$ cat src/rtl/q_measure_avg.sv
// Settled Q-sample averager: blanks for a settling window after enable or any
// i_ref_setup change, then publishes back-to-back averages of 2**LOG2_N samples.
module q_measure_avg #(
   parameter int unsigned WIDTH         = 10,
   parameter int unsigned LOG2_N        = 2,
   parameter int unsigned SETTLE_CYCLES = 8
) (
   input  logic             clk,
   input  logic             rst,
   input  logic             enable,
   input  logic [WIDTH-1:0] i_ref_setup,
   input  logic             adc_valid,
   input  logic [WIDTH-1:0] adc_data,
   output logic [WIDTH-1:0] q_measured,
   output logic             q_valid,
   output logic             busy
);

   localparam int unsigned ACC_W = WIDTH + LOG2_N;
   localparam int unsigned CNT_W = LOG2_N + 1;
   localparam int unsigned SET_W = (SETTLE_CYCLES > 1) ? $clog2(SETTLE_CYCLES) : 1;
   localparam logic [SET_W-1:0] SETTLE_RELOAD = SET_W'(SETTLE_CYCLES - 1);
   localparam logic [CNT_W-1:0] LAST_SAMPLE   = CNT_W'((1 << LOG2_N) - 1);

   typedef enum logic [1:0] {IDLE, SETTLE, ACCUM} state_t;

   state_t             state, state_d;
   logic [SET_W-1:0]   settle_cnt, settle_d;
   logic [ACC_W-1:0]   acc, acc_d, sum;
   logic [CNT_W-1:0]   cnt, cnt_d;
   logic [WIDTH-1:0]   i_ref_prev, q_d;
   logic               qv_d, ref_changed;

   assign ref_changed = (i_ref_setup != i_ref_prev);
   assign sum         = acc + ACC_W'(adc_data);

   always_comb begin
      state_d  = state;
      settle_d = settle_cnt;
      acc_d    = acc;
      cnt_d    = cnt;
      q_d      = q_measured;
      qv_d     = 1'b0;
      if (!enable) begin
         state_d = IDLE;
         acc_d   = '0;
         cnt_d   = '0;
      end else begin
         case (state)
            IDLE: begin
               state_d  = SETTLE;
               settle_d = SETTLE_RELOAD;
            end
            SETTLE: begin
               if (ref_changed) begin
                  settle_d = SETTLE_RELOAD;
               end else if (settle_cnt == '0) begin
                  state_d = ACCUM;
                  acc_d   = '0;
                  cnt_d   = '0;
               end else begin
                  settle_d = settle_cnt - SET_W'(1);
               end
            end
            ACCUM: begin
               if (ref_changed) begin
                  state_d  = SETTLE;
                  settle_d = SETTLE_RELOAD;
                  acc_d    = '0;
                  cnt_d    = '0;
               end else if (adc_valid) begin
                  // The N-th sample is folded in directly so the result lands on this edge.
                  if (cnt == LAST_SAMPLE) begin
                     q_d   = WIDTH'(sum >> LOG2_N);
                     qv_d  = 1'b1;
                     acc_d = '0;
                     cnt_d = '0;
                  end else begin
                     acc_d = sum;
                     cnt_d = cnt + CNT_W'(1);
                  end
               end
            end
            default: state_d = IDLE;
         endcase
      end
   end

   always_ff @(posedge clk) begin
      if (rst) begin
         state      <= IDLE;
         settle_cnt <= '0;
         acc        <= '0;
         cnt        <= '0;
         q_measured <= '0;
         q_valid    <= 1'b0;
         busy       <= 1'b0;
         i_ref_prev <= '0;
      end else begin
         state      <= state_d;
         settle_cnt <= settle_d;
         acc        <= acc_d;
         cnt        <= cnt_d;
         q_measured <= q_d;
         q_valid    <= qv_d;
         busy       <= (state_d != IDLE);
         i_ref_prev <= i_ref_setup;
      end
   end

endmodule

$ cat config.mk
export PLATFORM = sky130hd
export DESIGN_NAME = q_measure_avg
export DESIGN_NICKNAME = d
export VERILOG_FILES = /design/src/rtl/q_measure_avg.sv
export SDC_FILE = /design/constraint.sdc
export NUM_CORES = 1
export LEC_CHECK = 0
export CORE_ASPECT_RATIO = 0.5
export CORE_UTILIZATION = 48
export DETAILED_ROUTE_END_ITERATION = 10
export PLACE_DENSITY = 0.73
export REMOVE_ABC_BUFFERS = 1
export SLEW_MARGIN = 20
export SYNTH_ARGS = -nofsm -noshare
export SYNTH_HDL_FRONTEND = slang
export SYNTH_SLANG_ARGS = --single-unit
$ cat constraint.sdc
create_clock -name clk -period 2.3 [get_ports clk]
set_clock_uncertainty 0.1 [all_clocks]
set_input_delay 0.46 -clock clk [delete_from_list [all_inputs] [get_ports clk]]
set_output_delay 0.46 -clock clk [all_outputs]
set_load 0.01 [all_outputs]
# --- Word level (Yosys, flattened, before mapping) ---
# Cells that the tools add are included.
op_classes:
  n_addsub: 3
  eq_ne: 9
  mux: 22
  n_bitwise: 4
  n_reduce_logical: 10
ops:
  columns: ["operator", "n"]
  rows:
  - ["two-way mux 12 bit", 5]
  - ["two-way mux 3 bit", 8]
  - ["case mux 12 bit (2 select lines)", 1]
  - ["adder 12 x 10 -> 12 bit", 1]
  - ["inequality test 10 bit", 1]
  - ["case mux 3 bit (3 select lines)", 1]
  - ["two-way mux 2 bit", 4]
  - ["AND reduction 4 bit", 2]
  - ["inequality test 2 bit (second input constant)", 3]
  - ["inequality test 3 bit (second input constant)", 2]
  - ["case mux 2 bit (3 select lines)", 1]
  - ["case mux 3 bit (2 select lines)", 1]
  - ["AND reduction 5 bit", 1]
  - ["OR reduction 5 bit", 1]
  - ["NOT 1 bit", 4]
  - ["nonzero test 2 bit", 2]
  - ["adder 3 x 1 -> 3 bit (second input constant)", 1]
  - ["equality test 3 x 2 -> 1 bit (second input constant)", 1]
  - ["logical NOT 3 bit", 1]
  - ["nonzero test 3 bit", 1]
  - ["subtractor 3 x 1 -> 3 bit (second input constant)", 1]
  - ["equality test 2 x 1 -> 1 bit (second input constant)", 1]
  - ["equality test 2 bit (second input constant)", 1]
  - ["logical NOT 2 bit", 1]
  - ["2 further kinds", 2]
word_totals:
  reg_bits: 42
  input_bits: 24
  output_inout_bits: 12
  word_cells: 56

# --- Depth between registers and ports, before layout ---
# Gate-level depths: netlist (run 1).
logic_depth:
  depth_word: 6
  ltp_mapped: 9
  depth_no_buf: 9

# --- Worst setup path after synthesis (run 1) ---
# Ideal clock, no wire load.
synth_path:
  path_kind: "input to register"
  start: "input port i_ref_setup[3]"
  end: "register acc[11]"
  setup_time_ps: 67
  arrival_time_ps: 2181
  required_time_ps: 2133
  setup_slack_ps: -48
  stages: 7
  n_path_buf: 1
  cell_sequence: "xnor2_1 -> nand4_1 -> or3_1 -> buf_6 -> or4_4 -> or3_1 -> o21ai_2"
synth_between:
  elab_chain_len: 3
  elab_cells_between_ends: 6
  cone_classes: "eq/ne: 3; mux: 2; reduce/logical: 1"
synth_rtl:
  columns: ["element", "line", "text"]
  rows:
  - ["from (decl)", "11", "input logic [WIDTH-1:0] i_ref_setup,"]
  - ["inequality test 10 bit *", "34", "assign ref_changed = (i_ref_setup != i_ref_prev);"]
  - ["inequality test 3 bit (no line) (tied with other cells)", null, null]
  - ["AND reduction 4 bit (no line) / case mux 12 bit (2 select lines) (equally long branches)", null, null]
  - ["to (signal assigned)", "93", "acc <= '0;"]
  - ["to (signal assigned)", "102", "acc <= acc_d;"]
  - ["to (decl)", "29", "logic [ACC_W-1:0] acc, acc_d, sum;"]
# Every way passes the cells marked *; elsewhere a longest branch is shown, timed or not.
# A chain may end at the register's enable or synchronous reset.

# --- Worst setup path in the final report (run 1) ---
layout_path:
  start: "input port adc_data[2]"
  end: "register q_measured[8]"
layout_between:
  elab_chain_len: 1
layout_rtl:
  columns: ["element", "line", "text"]
  rows:
  - ["from (decl)", "13", "input logic [WIDTH-1:0] adc_data,"]
  - ["adder 12 x 10 -> 12 bit", "35", "assign sum = acc + ACC_W'(adc_data);"]
  - ["to (signal assigned)", "104", "q_measured <= q_d;"]
  - ["to (decl)", "14", "output logic [WIDTH-1:0] q_measured,"]
# No other way between the ends.

==> results.txt, run 1 <==
- Flip-flop and latch area: 840.8 sq um
- At the pin with the least slew margin, the transition time is 0.3918 ns.
- The signal on the critical path passes through clkdlybuf4s50_1, ha_4, nor2b_2, o31a_1, o2111ai_1, o211ai_1, xnor2_1, o22ai_1.
- After detailed routing, the number of vias per cell comes to 5.519.
- CTS tree: done
- Commonest cells after routing, fill and taps aside: 43 x sky130_fd_sc_hd__buf_4, 42 x sky130_fd_sc_hd__dfxtp_1, 21 x sky130_fd_sc_hd__clkdlybuf4s50_1, 19 x sky130_fd_sc_hd__nand2_1, 16 x sky130_fd_sc_hd__nor2b_1
- In this run the power density over the cells is 447.3 nW/um^2.
* Final Instance Count excl. Fillers: 374
* Post-synthesis async set-or-reset flop share: 0%
* Post-Route Hold Slack: 0.3769 ns
* MaxCap Viol Count: 0
* Global route total overflow: 0
* Max H-tree Level: 2
- Count of inserted antenna diode cells: 0
* Number of synthesis warnings: 0
* Initial antenna violation count: 0
- The net count of the finished layout is 358.
* Outcome: completed
* Flops & latches, synth: 42
- The number of max-slew violations in the final report is 0.
- In this run the tool buffered the top-level ports with 35 buffer cells.
- Vias in the first global route: 1972
- Once routing completed, OpenROAD measured the worst setup slack at 0.009494 ns.
* Vias after detailed routing: 2064
- Slowest library cell on the worst path: sky130_fd_sc_hd__clkdlybuf4s50_1
- Clock-pin slew was measured on the worst setup and hold paths at 0.08 ns.
- Horizontal extent of the die: 97.85 um
- The synthesized netlist contains 46 unique library cells.
- Worst slack after detailed placement: -0.5163 ns
- Clock tree buffer depth: 2
- In this run the worst path has a maximum fanout of 4.
* Initial Util: 53.20%
- Global-route wire length before repair: 8956 um
- Setup violations remaining at the end of the flow were counted as 0.
- Share of cells above drive strength 1: 22.50%
- CP top delay family: compound AO/OA/AOI/OAI gates
* Endpoints failing hold: 0
* Residual DRC count: 0
* Crit Path Category: input pin to register
* Total clock buffers created by CTS: 5
* Critical path data arrival time: 2.37 ns
* Post-layout min period: 2.291 ns
- Path class of the lowest-slack min-delay path: register to register
- The share of the Yosys chip area taken by registers is 38.14%.
- Post-Syn Instances: 243
- In the global route stage, overall resource usage came out at 22.96%.
- The filler cells instantiated in the layout total 303.
- Die Area: 4884 sq um
- Largest stage delay on the critical path: 0.50 ns
* Most common library cell in the layout ignoring fill and taps: sky130_fd_sc_hd__buf_4
* CP endpoint kind: register
* WL per Instance: 14.40 um
- Summed over all cells, the static leakage comes to 1.275 nW.
- Among all flip-flop cells after synthesis, the most frequent one is sky130_fd_sc_hd__dfxtp_1.
* Synth Area per Inst: 9.072 sq um
* Count of standard-cell rows: 16
- Weighted congestion at the end of routability-driven global placement: 0.9010
- In this run, placement finished with an instance count of 360.
- Maximum number of pins on one net before global-route repair: 27
- Once detail routing completed, the nets flagged for antenna violations numbered 0.
* Number of DRC markers in iteration 0: 89
* Total iterations of the first detailed-routing run: 4
* CP startpoint kind: input pin
* Post-DP HPWL: 3827 um
* Clk_lat worst skew: 0.29 ns
- Clock root buffer: sky130_fd_sc_hd__clkbuf_8
- TritonCTS sink count: 42
- Standard cell core area: 4144 sq um
- Relative slew slack: 73.21%
* Area growth from synthesis to final layout: 39.67%
* Max frequency: 436.6 MHz
- Vert. Die Dim: 49.92 um
- The multi-input combinational cells in the finished layout cover a total of 1390 sq um.
* Synthesized cell area: 2205 sq um
- Part of the cycle the worst path needs: 99.59%
- IR Drop Worst-Case VDD: 0.0004056 V
- During I/O placement, the number of pins put on the boundary was 36.
- Counting both buffers and inverters, the worst setup path holds a total of 1.
- Wires add up to 5384 um.
- Req. time, crit path: 2.37 ns
- The synthesized design contains 0 enable-type register cells.
[sequential cells by signal (all words and copies together) (netlist names)]
register,cells
q_measured,10
acc,12
settle_cnt,3
busy,1
q_valid,1
i_ref_prev,10
state,2
cnt,3
[metal layers]
metal,up-vias,GRT usage [%],part of all wire (%)
met1,991,29.75,49
met2,45,39.91,47
met5,-,0,0
li1,1020,-,-
met4,0,6.313,1.3
met3,8,3.688,2.9
[logic make-up (layout without fill, tap and decap cells)]
kind of cell | count (synthesis) | after routing | synth area share, %
and+or+nand+nor | 85 | 85 | 21.40
buffers and inverters | 18 | 95 | 3.462
AOI/OAI and AO/OA | 59 | 59 | 18.22
DFF | 42 | 42 | 38.14
adders and majority gates | 14 | 14 | 8.286
xor gates and xnor gates | 17 | 17 | 6.754
muxes | 8 | 8 | 3.746
[power by group]
part           total, mW  switching [mW]  internal (mW)
sequential         0.750         0.00805          0.742
clock              0.433           0.230          0.204
combinational      0.194          0.0877          0.106
total               1.38           0.325           1.05
[area by class of cell]
class	count	share of cell area [%]
multi-input combinational	183	45.14
sequential	42	27.31
timing repair buffer	78	21.58
clock buffer	5	2.235
tap	54	2.194
inverter	10	1.219
clock inverter	2	0.3251
[final timing paths]
kind                                   start                         end  slack, ns  cells after the start
setup / recovery                 adc_data[2]  q_measured[8]$_SDFFE_PP0P_      0.009                      8
hold / removal    settle_cnt[1]$_SDFFE_PP0P_  settle_cnt[1]$_SDFFE_PP0P_       0.38                      1
setup reg to reg         acc[4]$_SDFFE_PP0P_        acc[11]$_SDFFE_PP0P_       0.04                      8
hold reg to reg   settle_cnt[1]$_SDFFE_PP0P_  settle_cnt[1]$_SDFFE_PP0P_       0.38                      1
[cell usage after synthesis (all sizes together), types with 3 or more instances]
cell | n | area, sq um
a21o | 5 | 37.54
a21oi | 13 | 65.06
nor2 | 15 | 56.30
o21a | 4 | 30.03
ha | 13 | 162.7
inv | 10 | 37.54
nand4 | 4 | 25.02
nand2b | 7 | 43.79
nor2b | 17 | 106.4
a31oi | 3 | 18.77
o21ai | 13 | 68.82
xnor2 | 15 | 131.4
o22ai | 3 | 18.77
a22o | 6 | 52.55
dfxtp | 42 | 840.8
mux2i | 6 | 60.06
nor4 | 3 | 31.28
nor3 | 4 | 20.02
nor3b | 3 | 22.52
clkbuf | 6 | 22.52
and3 | 4 | 25.02
nand2 | 19 | 71.32
[through the flow]
stage | setup TNS, ns | total power, mW | instance area [sq um] | util (%)
global route | -0.04666 | 1.455 | 3079 | 74.31
floorplan | -0.07209 | 0.8533 | 2166 | -
finish | 0 | 1.377 | 3079 | 74.31
detailed placement | -9.159 | 0.9502 | 2854 | 68.87
global placement | -7.567 | 0.9437 | 2854 | 68.87
CTS | 0 | 1.381 | 2993 | 72.22
[what timing repair did]
action	in CTS	in global routing
setup endpoints to repair	19	9
buffers inserted	5	2
gates resized for setup	21	11
hold buffers	0	0
endpoints found under the hold margin	0	0
pin swaps	24	16
Power figures use the tool's default switching activity.
==> run 2, diff against run 1 <==
--- a/config.mk
+++ b/config.mk
@@ -10,7 +10,7 @@
 export DETAILED_ROUTE_END_ITERATION = 10
 export PLACE_DENSITY = 0.73
 export REMOVE_ABC_BUFFERS = 1
-export SLEW_MARGIN = 20
+export SLEW_MARGIN = 10
 export SYNTH_ARGS = -nofsm -noshare
 export SYNTH_HDL_FRONTEND = slang
 export SYNTH_SLANG_ARGS = --single-unit
==> results of run 2 <==
The final DEF is identical to that of run 1; final timing and power are the same.
==> run 3, diff against run 2 <==
--- a/config.mk
+++ b/config.mk
@@ -6,9 +6,10 @@
 export NUM_CORES = 1
 export LEC_CHECK = 0
 export CORE_ASPECT_RATIO = 0.5
-export CORE_UTILIZATION = 48
+export CORE_UTILIZATION = 56
 export DETAILED_ROUTE_END_ITERATION = 10
-export PLACE_DENSITY = 0.73
+export DONT_BUFFER_PORTS = 1
+export PLACE_DENSITY = 0.71
 export REMOVE_ABC_BUFFERS = 1
 export SLEW_MARGIN = 10
 export SYNTH_ARGS = -nofsm -noshare
==> run 3 against run 2 <==
Net effect:
- via count down 14%
- first-iteration DRC count is 12% lower
- critical path type is now register to register
- count of clock-buffer cells in the layout up 2
- sequential share of layout area rose by 6.9 points
- flip-flop and latch count stayed put
- clock power grew 11%
==> results.txt, run 3 (synthesized netlist as in run 1, its figures left out) <==
* Global route total overflow: 0
* Filler Cell Count: 315
- Vias in the first global route: 1599
- Ports placed on the boundary: 36
- Endpoints failing hold: 0
* Post-layout min period: 2.167 ns
- Part of the power in registers: 55.7%
* Total iterations of the first detailed-routing run: 4
* Least-Margin Pin Slew: 0.5662 ns
* Req. time, crit path: 2.41 ns
- After clock tree synthesis, the clock-pin slew on the worst setup and hold paths is 0.08 ns.
- Of the total power, the share spent switching nets is 22.63%.
- Relative contribution of combinational cells to total power: 8.6%
* CTS tree: done
- In the routed design, unresolved DRC markers number 0.
- Initial Util: 61.18%
- The number of max-slew violations in the final report was 0.
- Worst slack after detailed placement: -0.1359 ns
- Number of nets with antenna violations after routing: 0
- Post-DP HPWL: 3482 um
* Count of standard-cell rows: 15
* Path class of the lowest-slack min-delay path: input pin to register
* Unrepaired setup endpoints after global routing: false
- STA classifies the critical path startpoint as a register.
* Outcome: completed
- The number of buffers and inverters on the critical path is 0.
* Total power consumption of the routed design: 1.348 mW
- Worst-path maximum fanout: 3
- Switching power: 305.1 uW
- Counting flops per register, the top entry is acc.
* Initial antenna violation count: 0
- The final critical path takes up 94.22% of the cycle.
* Flip-flop and latch area: 840.8 sq um
* Number of nets in the layout: 293
* Number of DRC markers in iteration 0: 78
- The worst setup path is captured at a register.
- The tightest hold path in the finished design has a slack of 0.1322 ns.
- Share of cells above drive strength 1: 13.67%
* Global-route wire length before repair: 7245 um
- The library cell used most frequently in the layout, excluding fill and tap cells, is sky130_fd_sc_hd__dfxtp_1.
- The register with the most flip-flops in the layout has 12 of them.
* Die Area: 4207 sq um
* Final worst setup slack: 0.1329 ns
- In the final routed layout, each cell accounts on average for 14.69 um.
- Area growth from synthesis to final layout: 11.46%
* MaxCap Viol Count: 0
* Total clock buffers created by CTS: 5
* CP top delay family: compound AO/OA/AOI/OAI gates
* Power Density: 548.6 nW/um^2
- Total Routing Usage GR: 22.73%
* Clock root buffer: sky130_fd_sc_hd__clkbuf_8
- Footprint of the multi-input gates: 1326 sq um
- For this run, the top clock speed supported by timing is 461.5 MHz.
- No sink is reached through more buffers than the 2 on the longest clock path.
* Maximum number of pins on one net before global-route repair: 28
- The share of total power dissipated in the clock network is 35.7%.
- Vert. Die Dim: 46.37 um
- Weighted congestion at the end of routability-driven global placement: 0.8719
* Clk_lat worst skew: 0.29 ns
* Post-detailed-route via-to-cell ratio: 5.765
* Vias after detailed routing: 1770
* Postcts setup bufs: 0
- Setup violation total in the final timing report: 0
- Largest stage delay on the critical path: 0.34 ns
- The largest registers in the layout are acc: 12 flops, i_ref_prev: 10 flops, q_measured: 10 flops.
* Critical path data arrival time: 2.28 ns
* WL final: 4511 um
* Crit Path Category: register to register
- The region available for standard cell placement spans 3603 sq um.
* Internal power: 1.043 mW
- Leakage power summed over all cells: 0.9699 nW
- Horizontal extent of the die: 90.74 um
- Relative slew slack: 61.96%
- The tree built by TritonCTS fans out to 42 sinks.
* IR Drop Worst-Case VDD: 0.0005630 V
- Max H-tree Level: 2
- Crit-path cells: ha_1, a21o_1, a31o_2, a211o_1, a221oi_4, xnor2_2, a211oi_2
- Total Negative Setup Slacks: 0 ns
- Count of inserted antenna diode cells: 0
* Commonest cells after routing, fill and taps aside: 42 x sky130_fd_sc_hd__dfxtp_1, 19 x sky130_fd_sc_hd__nand2_1, 16 x sky130_fd_sc_hd__nor2b_1, 15 x sky130_fd_sc_hd__nor2_1
- Slowest library cell on the worst path: sky130_fd_sc_hd__dfxtp_1
- Number of I/O port buffers: 0
==> run 3: cell count changes in the layout (fill, tap and decap cells not counted), moves of 4 or more <==
cell                              previous run  this run
sky130_fd_sc_hd__buf_4                      43        13
sky130_fd_sc_hd__ha_4                        4         0
sky130_fd_sc_hd__clkdlybuf4s50_1            21         0
sky130_fd_sc_hd__dlygate4sd2_1              11         0
sky130_fd_sc_hd__ha_1                        8        12
==> run 3: power by group through the flow <==
stage,clock (mW),sequential (mW),combinational [mW]
global placement,0,0.767,0.109
detailed placement,0,0.768,0.114
CTS,0.494,0.750,0.115
floorplan,0,0.766,0.0873
finish,0.482,0.750,0.116
global route,0.524,0.752,0.130
==> run 3: per-layer routing <==
layer  share of wire [%]  up-vias  track usage [%]  wire length (um)
met3                 6.4        5            6.106               287
met4                 1.1        0            9.677                48
li1                    -      888                -                 -
met2                  43       39            36.82              1961
met1                  49      838            29.44              2213
met5                   0        -                0                 0
==> run 3: through the flow <==
stage	util (%)	instance area (sq um)	instances
3_3_place_gp	64.58	2327	299
2_1_floorplan	-	2166	235
4_1_cts	67.12	2419	307
5_1_grt	68.19	2457	307
3_5_place_dp	64.58	2327	299
6_report	68.19	2457	307
==> run 3: final cells by class <==
class / count / share of cell area (%)
tap: 51 / 2.597
clock inverter: 1 / 0.2037
clock buffer: 7 / 3.513
sequential: 42 / 34.22
multi-input combinational: 183 / 53.97
timing repair buffer: 13 / 3.971
inverter: 10 / 1.527
==> run 3: path summary, 6_finish.rpt <==
kind              depth (start not counted)                         end  slack [ns]                       start
hold / removal                            1    i_ref_prev[0]$_SDFF_PP0_        0.13                         rst
setup / recovery                          7  q_measured[9]$_SDFFE_PP0P_        0.13         acc[4]$_SDFFE_PP0P_
setup reg to reg                          7  q_measured[9]$_SDFFE_PP0P_        0.13         acc[4]$_SDFFE_PP0P_
hold reg to reg                           1  settle_cnt[1]$_SDFFE_PP0P_        0.37  settle_cnt[1]$_SDFFE_PP0P_
==> run 3: repair_timing <==
action	in CTS	in global routing
endpoints found under the setup margin	0	6
resized for setup	0	7
hold buffers	0	0
